==> src/rtl/auto_alert_seq.sv <==
// ============================================================================
// auto_alert_seq : sensor sync/debounce, sticky alarms, round-robin RGB LED
// Optional blinking SHOW phase: define AUTO_ALERT_BLINK_EN
// Revision: 1.0
// ============================================================================
`default_nettype none

module auto_alert_seq #(
    parameter int DEB_CYCLES   = 16,
    parameter int SLOT_CYCLES  = 64,
    parameter int GAP_CYCLES   = 8,
    parameter int BLINK_CYCLES = 8
) (
    input  logic       clk,
    input  logic       rst,
    input  logic       ct,
    input  logic       cl,
    input  logic       ot,
    input  logic       ol,
    input  logic       ack,
    output logic [2:0] RGB,
    output logic [3:0] alarm,
    output logic       busy
);

    localparam int DW   = (DEB_CYCLES > 2) ? $clog2(DEB_CYCLES) : 1;
    localparam int SMAX = (SLOT_CYCLES > GAP_CYCLES) ? SLOT_CYCLES : GAP_CYCLES;
    localparam int CW   = $clog2(SMAX);

    if (DEB_CYCLES < 2 || SLOT_CYCLES < 2 || GAP_CYCLES < 1 || BLINK_CYCLES < 1) begin : g_param_check
        $error("auto_alert_seq: illegal parameter value");
    end

    typedef enum logic [1:0] {
        S_IDLE = 2'd0,
        S_SHOW = 2'd1,
        S_GAP  = 2'd2
    } state_t;

    logic [4:0] sync1_q, sync2_q;
    logic [3:0] deb;
    logic       ack_prev_q;
    logic       ack_rise;
    logic [3:0] alarm_q, alarm_d;
    state_t     state_q, state_d;
    logic [1:0] ptr_q, ptr_d, idx_q, idx_d;
    logic [1:0] sel, cand;
    logic [CW-1:0] cnt_q, cnt_d;
    logic [2:0] rgb_q, rgb_d;
    logic       blink_on;

    // Bit 4 carries ack; bits 3..0 are the sensor channels.
    always_ff @(posedge clk or posedge rst) begin
        if (rst) begin
            sync1_q    <= '0;
            sync2_q    <= '0;
            ack_prev_q <= 1'b0;
        end else begin
            sync1_q    <= {ack, ol, ot, cl, ct};
            sync2_q    <= sync1_q;
            ack_prev_q <= sync2_q[4];
        end
    end

    for (genvar i = 0; i < 4; i++) begin : g_deb
        logic [DW-1:0] cnt_q;
        logic          lvl_q;

        always_ff @(posedge clk or posedge rst) begin
            if (rst) begin
                cnt_q <= '0;
                lvl_q <= 1'b0;
            end else if (sync2_q[i] != lvl_q) begin
                if (cnt_q == DW'(DEB_CYCLES - 1)) begin
                    cnt_q <= '0;
                    lvl_q <= ~lvl_q;
                end else begin
                    cnt_q <= cnt_q + 1'b1;
                end
            end else begin
                cnt_q <= '0;
            end
        end

        assign deb[i] = lvl_q;
    end

    assign ack_rise = sync2_q[4] & ~ack_prev_q;
    // Set wins: a still-asserted channel survives the acknowledge.
    assign alarm_d  = (ack_rise ? (alarm_q & deb) : alarm_q) | deb;

    always_comb begin
        sel  = ptr_q;
        cand = ptr_q;
        for (int k = 3; k >= 0; k--) begin
            cand = ptr_q + 2'(k);
            if (alarm_q[cand]) begin
                sel = cand;
            end
        end
    end

    function automatic logic [2:0] colour(input logic [1:0] ch);
        case (ch)
            2'd0:    colour = 3'b100;
            2'd1:    colour = 3'b101;
            2'd2:    colour = 3'b110;
            default: colour = 3'b001;
        endcase
    endfunction

    always_comb begin
        state_d = state_q;
        idx_d   = idx_q;
        ptr_d   = ptr_q;
        cnt_d   = cnt_q;
        case (state_q)
            S_IDLE: begin
                if (|alarm_q) begin
                    state_d = S_SHOW;
                    idx_d   = sel;
                    cnt_d   = '0;
                end
            end
            S_SHOW: begin
                if (!alarm_q[idx_q] || cnt_q == CW'(SLOT_CYCLES - 1)) begin
                    state_d = S_GAP;
                    ptr_d   = idx_q + 2'd1;
                    cnt_d   = '0;
                end else begin
                    cnt_d = cnt_q + 1'b1;
                end
            end
            S_GAP: begin
                if (cnt_q == CW'(GAP_CYCLES - 1)) begin
                    cnt_d = '0;
                    if (|alarm_q) begin
                        state_d = S_SHOW;
                        idx_d   = sel;
                    end else begin
                        state_d = S_IDLE;
                    end
                end else begin
                    cnt_d = cnt_q + 1'b1;
                end
            end
            default: begin
                state_d = S_IDLE;
                cnt_d   = '0;
            end
        endcase
    end

`ifdef AUTO_ALERT_BLINK_EN
    localparam int BW = $clog2(2 * BLINK_CYCLES);

    logic [BW-1:0] blink_q, blink_d;

    always_comb begin
        blink_d = blink_q + 1'b1;
        if ((state_d == S_SHOW && state_q != S_SHOW) || blink_q == BW'(2 * BLINK_CYCLES - 1)) begin
            blink_d = '0;
        end
    end

    always_ff @(posedge clk or posedge rst) begin
        if (rst) begin
            blink_q <= '0;
        end else begin
            blink_q <= blink_d;
        end
    end

    assign blink_on = (blink_d < BW'(BLINK_CYCLES));
`else
    assign blink_on = 1'b1;
`endif

    always_comb begin
        case (state_d)
            S_IDLE:  rgb_d = 3'b010;
            S_SHOW:  rgb_d = blink_on ? colour(idx_d) : 3'b000;
            default: rgb_d = 3'b000;
        endcase
    end

    always_ff @(posedge clk or posedge rst) begin
        if (rst) begin
            state_q <= S_IDLE;
            idx_q   <= '0;
            ptr_q   <= '0;
            cnt_q   <= '0;
            alarm_q <= '0;
            rgb_q   <= '0;
        end else begin
            state_q <= state_d;
            idx_q   <= idx_d;
            ptr_q   <= ptr_d;
            cnt_q   <= cnt_d;
            alarm_q <= alarm_d;
            rgb_q   <= rgb_d;
        end
    end

    assign RGB   = rgb_q;
    assign alarm = alarm_q;
    assign busy  = (state_q != S_IDLE);

endmodule

`default_nettype wire

==> config.mk <==
export PLATFORM = sky130hd
export DESIGN_NAME = auto_alert_seq
export DESIGN_NICKNAME = d
export VERILOG_FILES = /design/src/rtl/auto_alert_seq.sv
export SDC_FILE = /design/constraint.sdc
export NUM_CORES = 1
export LEC_CHECK = 0
export CAP_MARGIN = 20
export CORE_MARGIN = 4
export CORE_UTILIZATION = 49
export CTS_BUF_LIST = sky130_fd_sc_hd__clkbuf_16
export CTS_CLUSTER_DIAMETER = 120
export DETAILED_ROUTE_END_ITERATION = 7
export DONT_BUFFER_PORTS = 1
export GPL_ROUTABILITY_DRIVEN = 0
export HOLD_SLACK_MARGIN = 0.02
export MAX_ROUTING_LAYER = met4
export PLACE_DENSITY = 0.7
export SLEW_MARGIN = 20
export SYNTH_ARGS = -nofsm -noshare
export SYNTH_HDL_FRONTEND = slang
export SYNTH_SLANG_ARGS = --single-unit
==> constraint.sdc <==
create_clock -name clk -period 4.39 [get_ports clk]
set_input_delay 1.0975 -clock clk [delete_from_list [all_inputs] [get_ports clk]]
set_output_delay 1.0975 -clock clk [all_outputs]
set_load 0.1 [all_outputs]
; After elaboration in Yosys (flattened, before gate mapping)
; Cells that the tools add are included.
; W data, S select, Z words.
[classes]
bitwise_logic = 8
mux = 37
n_eq_ne = 16
n_addsub = 9
n_reduce_logical = 12
order_cmp = 5
[ops]
columns = operator, count
row1 = $mux W4, 9
row2 = $mux W2, 9
row3 = $mux W6, 3
row4 = $pmux W6 S3, 1
row5 = $add A4 B1 Y4 const B, 4
row6 = $eq A4 B4 Y1 const B, 4
row7 = $lt A2 B3 Y1 const B, 5
row8 = $bmux W1 S2, 5
row9 = $reduce_and A2 Y1, 5
row10 = $pmux W3 S3, 1
row11 = $add A6 B1 Y6 const B, 1
row12 = $eq A2 B1 Y1 const B, 3
row13 = $eq A6 B3 Y1 const B, 1
row14 = $eq A6 B6 Y1 const B, 1
row15 = $logic_not A2 Y1, 3
row16 = $mux W1, 6
row17 = $pmux W2 S3, 1
row18 = $pmux W3 S2, 1
row19 = $not A1 Y1, 5
row20 = $add A2 B1 Y2 const B, 2
row21 = $add A2 B2 Y2 const B, 2
row22 = $and A4 B4 Y4, 1
row23 = $eq A2 B2 Y1 const B, 2
row24 = $ne A1 B1 Y1, 4
row25 = 8 further kinds, 8
[totals]
reg_bits = 50
out_inout_bits = 8
in_bits = 7
elab_cells = 104

; Longest topological paths before layout
[depth]
word_depth = 13
mapped_depth = 7
depth_no_buf = 7

; Worst setup path after synthesis
; Ideal clock, no wire load.
[synth_path]
path_kind = register to register
start = register alarm_q[0], in the netlist alarm[0]
end = register rgb_q[2], in the netlist RGB[2]
n_path_buf = 1
synth_period_minus_slack_ps = 2425
arrival_time_ps = 2318
stages_incl_launch_ff = 7
required_time_ps = 4283
setup_ps = 107
path_slack_ps = 1965
cell_sequence = dfrtp_1 nor4_4 and2_1 buf_2 o31ai_1 nand2_1 a2111oi_4
[synth_between]
elab_chain_cells = 12
word_cells_on_any_way = 32
classes_between = 3 x eq/ne / 24 x mux / 5 x reduce/logical
[synth_lines]
columns = element, line_no
row1 = from (decl), 44  ; logic [3:0] alarm_q, alarm_d;
row2 = from (signal assigned), 200  ; alarm_q <= alarm_d;
row3 = $bmux W1 S2, 97  ; if (alarm_q[cand]) begin
row4 = $mux W1 (not written as such), 97
row5 = $mux W2 (4 in series), 97
row6 = $mux W2, "119, 137"
row7 = $mux W2, 135  ; if (cnt_q == CW'(GAP_CYCLES - 1)) begin
row8 = $pmux W2 S2, 117  ; case (state_q)
row9 = $eq A2 B2 Y1 (tied with other cells), 104  ; case (ch)
row10 = $pmux W3 S3, 104
row11 = $pmux W3 S2 *, 180  ; case (state_d)
row12 = net rgb_d[2], 49  ; logic [2:0] rgb_q, rgb_d;
row13 = to (signal assigned), 201  ; rgb_q <= rgb_d;
row14 = to (decl), 49
; Mark *: on every way through the listed nets, which the timed path passes. The rest lies on a longest branch. The select of a mux whose other input is x is not followed.
; A chain may end at the register's enable or synchronous reset.

; Worst setup path after layout
[layout_path]
start = register state_q[0]
end = output port busy
[layout_between]
elab_chain_cells = 1
[layout_lines]
columns = element, line_no
row1 = from (decl), 45  ; state_t state_q, state_d;
row2 = from (signal assigned), 196  ; state_q <= state_d;
row3 = $reduce_bool A2 Y1, 207  ; assign busy = (state_q != S_IDLE);
row4 = to (decl), 23  ; output logic busy
; Every way passes these cells.

==> impl_metrics.toml <==
[timing]
finalSetupViolations = 0
fmax_mhz = 349
fin_crit_sh = 0.652
setup_slack_ps = 1530
worstMarginPinSlew_ps = 1150
rsz0062_at_grt = "false"
final_hold_viol_count = 0
clock_skew_ps = 4.30
max_slew_margin = 0.236
period_needed_ps = 2860
slew_viol_final = 0
tns_ps = 0

[logic_synthesis]
synthCells = 202
synth_area_um2 = 2330
yosys_warnings = 0
synth_cell_type_count = 45
synth_seq_cells = 50
synth_top_area_frac = 0.536
syn_nets = 218
syn-mean-instance-area_um2 = 11.5
ys_seq_area_frac = 0.536
ys_top_cells_by_area = "dfrtp_1 (54%), ha_1 (4.8%), o21ai_0 (3.9%)"
yosys.area.top_type = "dfrtp_1"

[finish]
ff_latch_area_um2 = 1250
num-fill-cells = 369
multi_input_area_um2 = 1030
nets = 223
fin_util = 0.571
antenna_cells = 0
area_growth_pct = 9.55
drive_gt1_frac = 0.106

[route]
highest_layer = "met4"
ant_nets = 0
drt-pass1-iter-count = 4
viasPerCell = 6.08
wl_um = 4220
wl_met2_um = 2150
wl_met1_um = 1840
drc = 0
vias = 1576
wire_per_inst_um = 16.3
drtIter0Drc = 117
dr_wl_met3_um = 174

[global_routing]
grt_antenna_before_repair = 0
grt_pass1_wl_um = 7250
grt_pass1_vias = 1610
grt_max_degree = 51
grtUsageTotal = 0.157
grt-ovfl-total = 0

[setup_path]
path_max_fanout = 6
crit_slowest_cell = "inv_1"
cp_data_arrival_time_ps = 1760
crit_top_cell = "inv_1"
worst-r2r-setup-slack_ps = 1680
worstSetupEndpointType = "output port"
cpPeakStageDelay_ps = 670
reg2reg_to = "RGB[2]"
cp-start-kind = "flip-flop"
crit_type = "flip-flop to output port"
worstPathRequired_ps = 3290
crit_chain = "inv_1, ha_1, inv_1"
r2r.worst_path.cells = 5
r2r-start = "alarm[1]"

[hold_path]
whs_endpoint = "sync2_q[2]"
whs_path_depth = 0
hp-start = "sync1_q[2]"
hp-class = "flip-flop to flip-flop"

[clock_network]
cts_setup_buffers = 0
cts_made_buffers = 5
clk-insertion-delay-late_ps = 280
clock-root-buffer = "clkbuf_16"
cts_resized = 0
cts_tree = "done"
h-tree-depth = 2
cts_buffer_depth = 2
postCtsHoldBufs = 0
clock_sinks = 50
path_clk_slew_ps = 60

[pwr]
ir_worst_vdd_mv = 0.365
p_per_area_nw_per_um2 = 471
leakagePower_nw = 1.15

[floorplanning]
die-area_um2 = 5930
core_area_um2 = 4470
die_x_um = 77.0
die_y_um = 77.0
initial_core_util = 0.521
placementRows = 24
ios = 15

[run_status]
status = "finished clean"

[place]
post-place-ws_ps = 1700
hpwl_um = 3040
port_buffers = 0

[run]
cap_violations = 0
==> Yosys cell counts (all sizes together) <==
| library cell | number |
|---|---|
| a21boi | 2 |
| nand4b | 4 |
| xnor2 | 9 |
| nor4 | 2 |
| nor3 | 3 |
| or2 | 2 |
| clkbuf | 1 |
| a22o | 1 |
| inv | 12 |
| and3b | 1 |
| or3 | 2 |
| o21a | 2 |
| or2b | 2 |
| mux2 | 5 |
| buf | 1 |
| o221ai | 1 |
| o31ai | 1 |
| nor2b | 5 |
| and2 | 1 |
| o211ai | 2 |
| a21o | 6 |
| and3 | 1 |
| nor4b | 2 |
| o22a | 1 |
| o21bai | 1 |
| nand2b | 3 |
| nand4bb | 1 |
| nor3b | 4 |
| o41ai | 1 |
| a21oi | 14 |
| nand3 | 6 |
| nor2 | 9 |
| nand2 | 11 |
| o211a | 2 |
| o21ai | 18 |
| mux4 | 1 |
| a2111oi | 2 |
| ha | 9 |
| a221o | 1 |
| dfrtp | 50 |
==> metal layers <==
metal  up-vias  global-route usage
li1        732                   -
met3         8              0.0433
met5         -                   -
met2        32               0.257
met1       804               0.181
met4         0              0.0676
==> through the flow <==
stage / std cells / power [mW] / instance area [um^2] / hold WS, ps
4_1_cts: 259 / 1.21 / 2550 / 351
3_3_place_gp: 252 / 0.777 / 2390 / 332
6_report: 259 / 1.20 / 2550 / 349
5_1_grt: 259 / 1.26 / 2550 / 361
3_5_place_dp: 252 / 0.788 / 2390 / 336
2_1_floorplan: 202 / 0.746 / 2330 / 331
==> critical path, delay by kind of cell, from the launching register on <==
family                   cells  cell delay [ps]
buffers and inverters        2              760
flip-flops                   1              440
adder cells (fa/ha/maj)      1              270
==> final cells by class <==
class | instances | area share
clock buffers | 5 | 0.0490
clock inverters | 2 | 0.0152
inverters | 12 | 0.0181
multi-input cells | 138 | 0.402
flip-flops and latches | 50 | 0.490
well taps | 52 | 0.0255
==> worst max-delay path by stage <==
stage	from	to	slack, ps	cells after the start
finish	state_q[0]	busy	1530	3
global placement	alarm[3]	RGB[2]	1810	5
global route	state_q[0]	busy	1430	3
floorplan	alarm[0]	RGB[2]	1970	6
detailed placement	alarm[1]	RGB[2]	1700	5
CTS	state_q[0]	busy	1530	3
==> registers in the layout (all words and copies together), names as in the netlist <==
register,cells
g_deb.lvl_q,4
ack_prev_q,1
state_q,2
RGB,3
g_deb.cnt_q,16
cnt_q,6
sync1_q,5
alarm,4
ptr_q,2
sync2_q,5
idx_q,2
==> kinds of logic (layout without fill, tap and decap cells) <==
kind of cell    Yosys count  count (layout)  share of synthesized area
flops                    50              50                      0.536
buf+inv                  14              19                     0.0231
compound gates           55              55                      0.158
fa+ha+maj                 9               9                     0.0483
mux                       6               6                     0.0354
simple gates             59              59                      0.165
xor+xnor                  9               9                     0.0338
==> cells in the final DEF, fill, tap and decap left out, drive strengths merged, types with 2 or more instances in the layout <==
master / Yosys / final
dfrtp: 50 / 50
o21ai: 18 / 18
a21oi: 14 / 14
nand2: 11 / 11
inv: 12 / 11
nor2: 9 / 9
xnor2: 9 / 9
ha: 9 / 9
nand3: 6 / 6
a21o: 6 / 6
nor2b: 5 / 5
mux2: 5 / 5
clkbuf: 1 / 5
nor3b: 4 / 4
nand4b: 4 / 4
nor3: 3 / 3
nand2b: 3 / 3
o211a: 2 / 2
o21a: 2 / 2
or3: 2 / 2
or2: 2 / 2
or2b: 2 / 2
o211ai: 2 / 2
nor4: 2 / 2
nor4b: 2 / 2
a2111oi: 2 / 2
a21boi: 2 / 2
clkinv: 0 / 2
==> where the power goes <==
group          internal, mW  leakage (nW)  total [mW]  switching (mW)
Clock                 0.266        0.0799       0.423           0.156
Combinational        0.0690         0.418       0.224           0.155
Sequential            0.494         0.655       0.557          0.0634
Total                 0.829          1.15        1.20           0.375
Power figures use the tool's default switching activity.
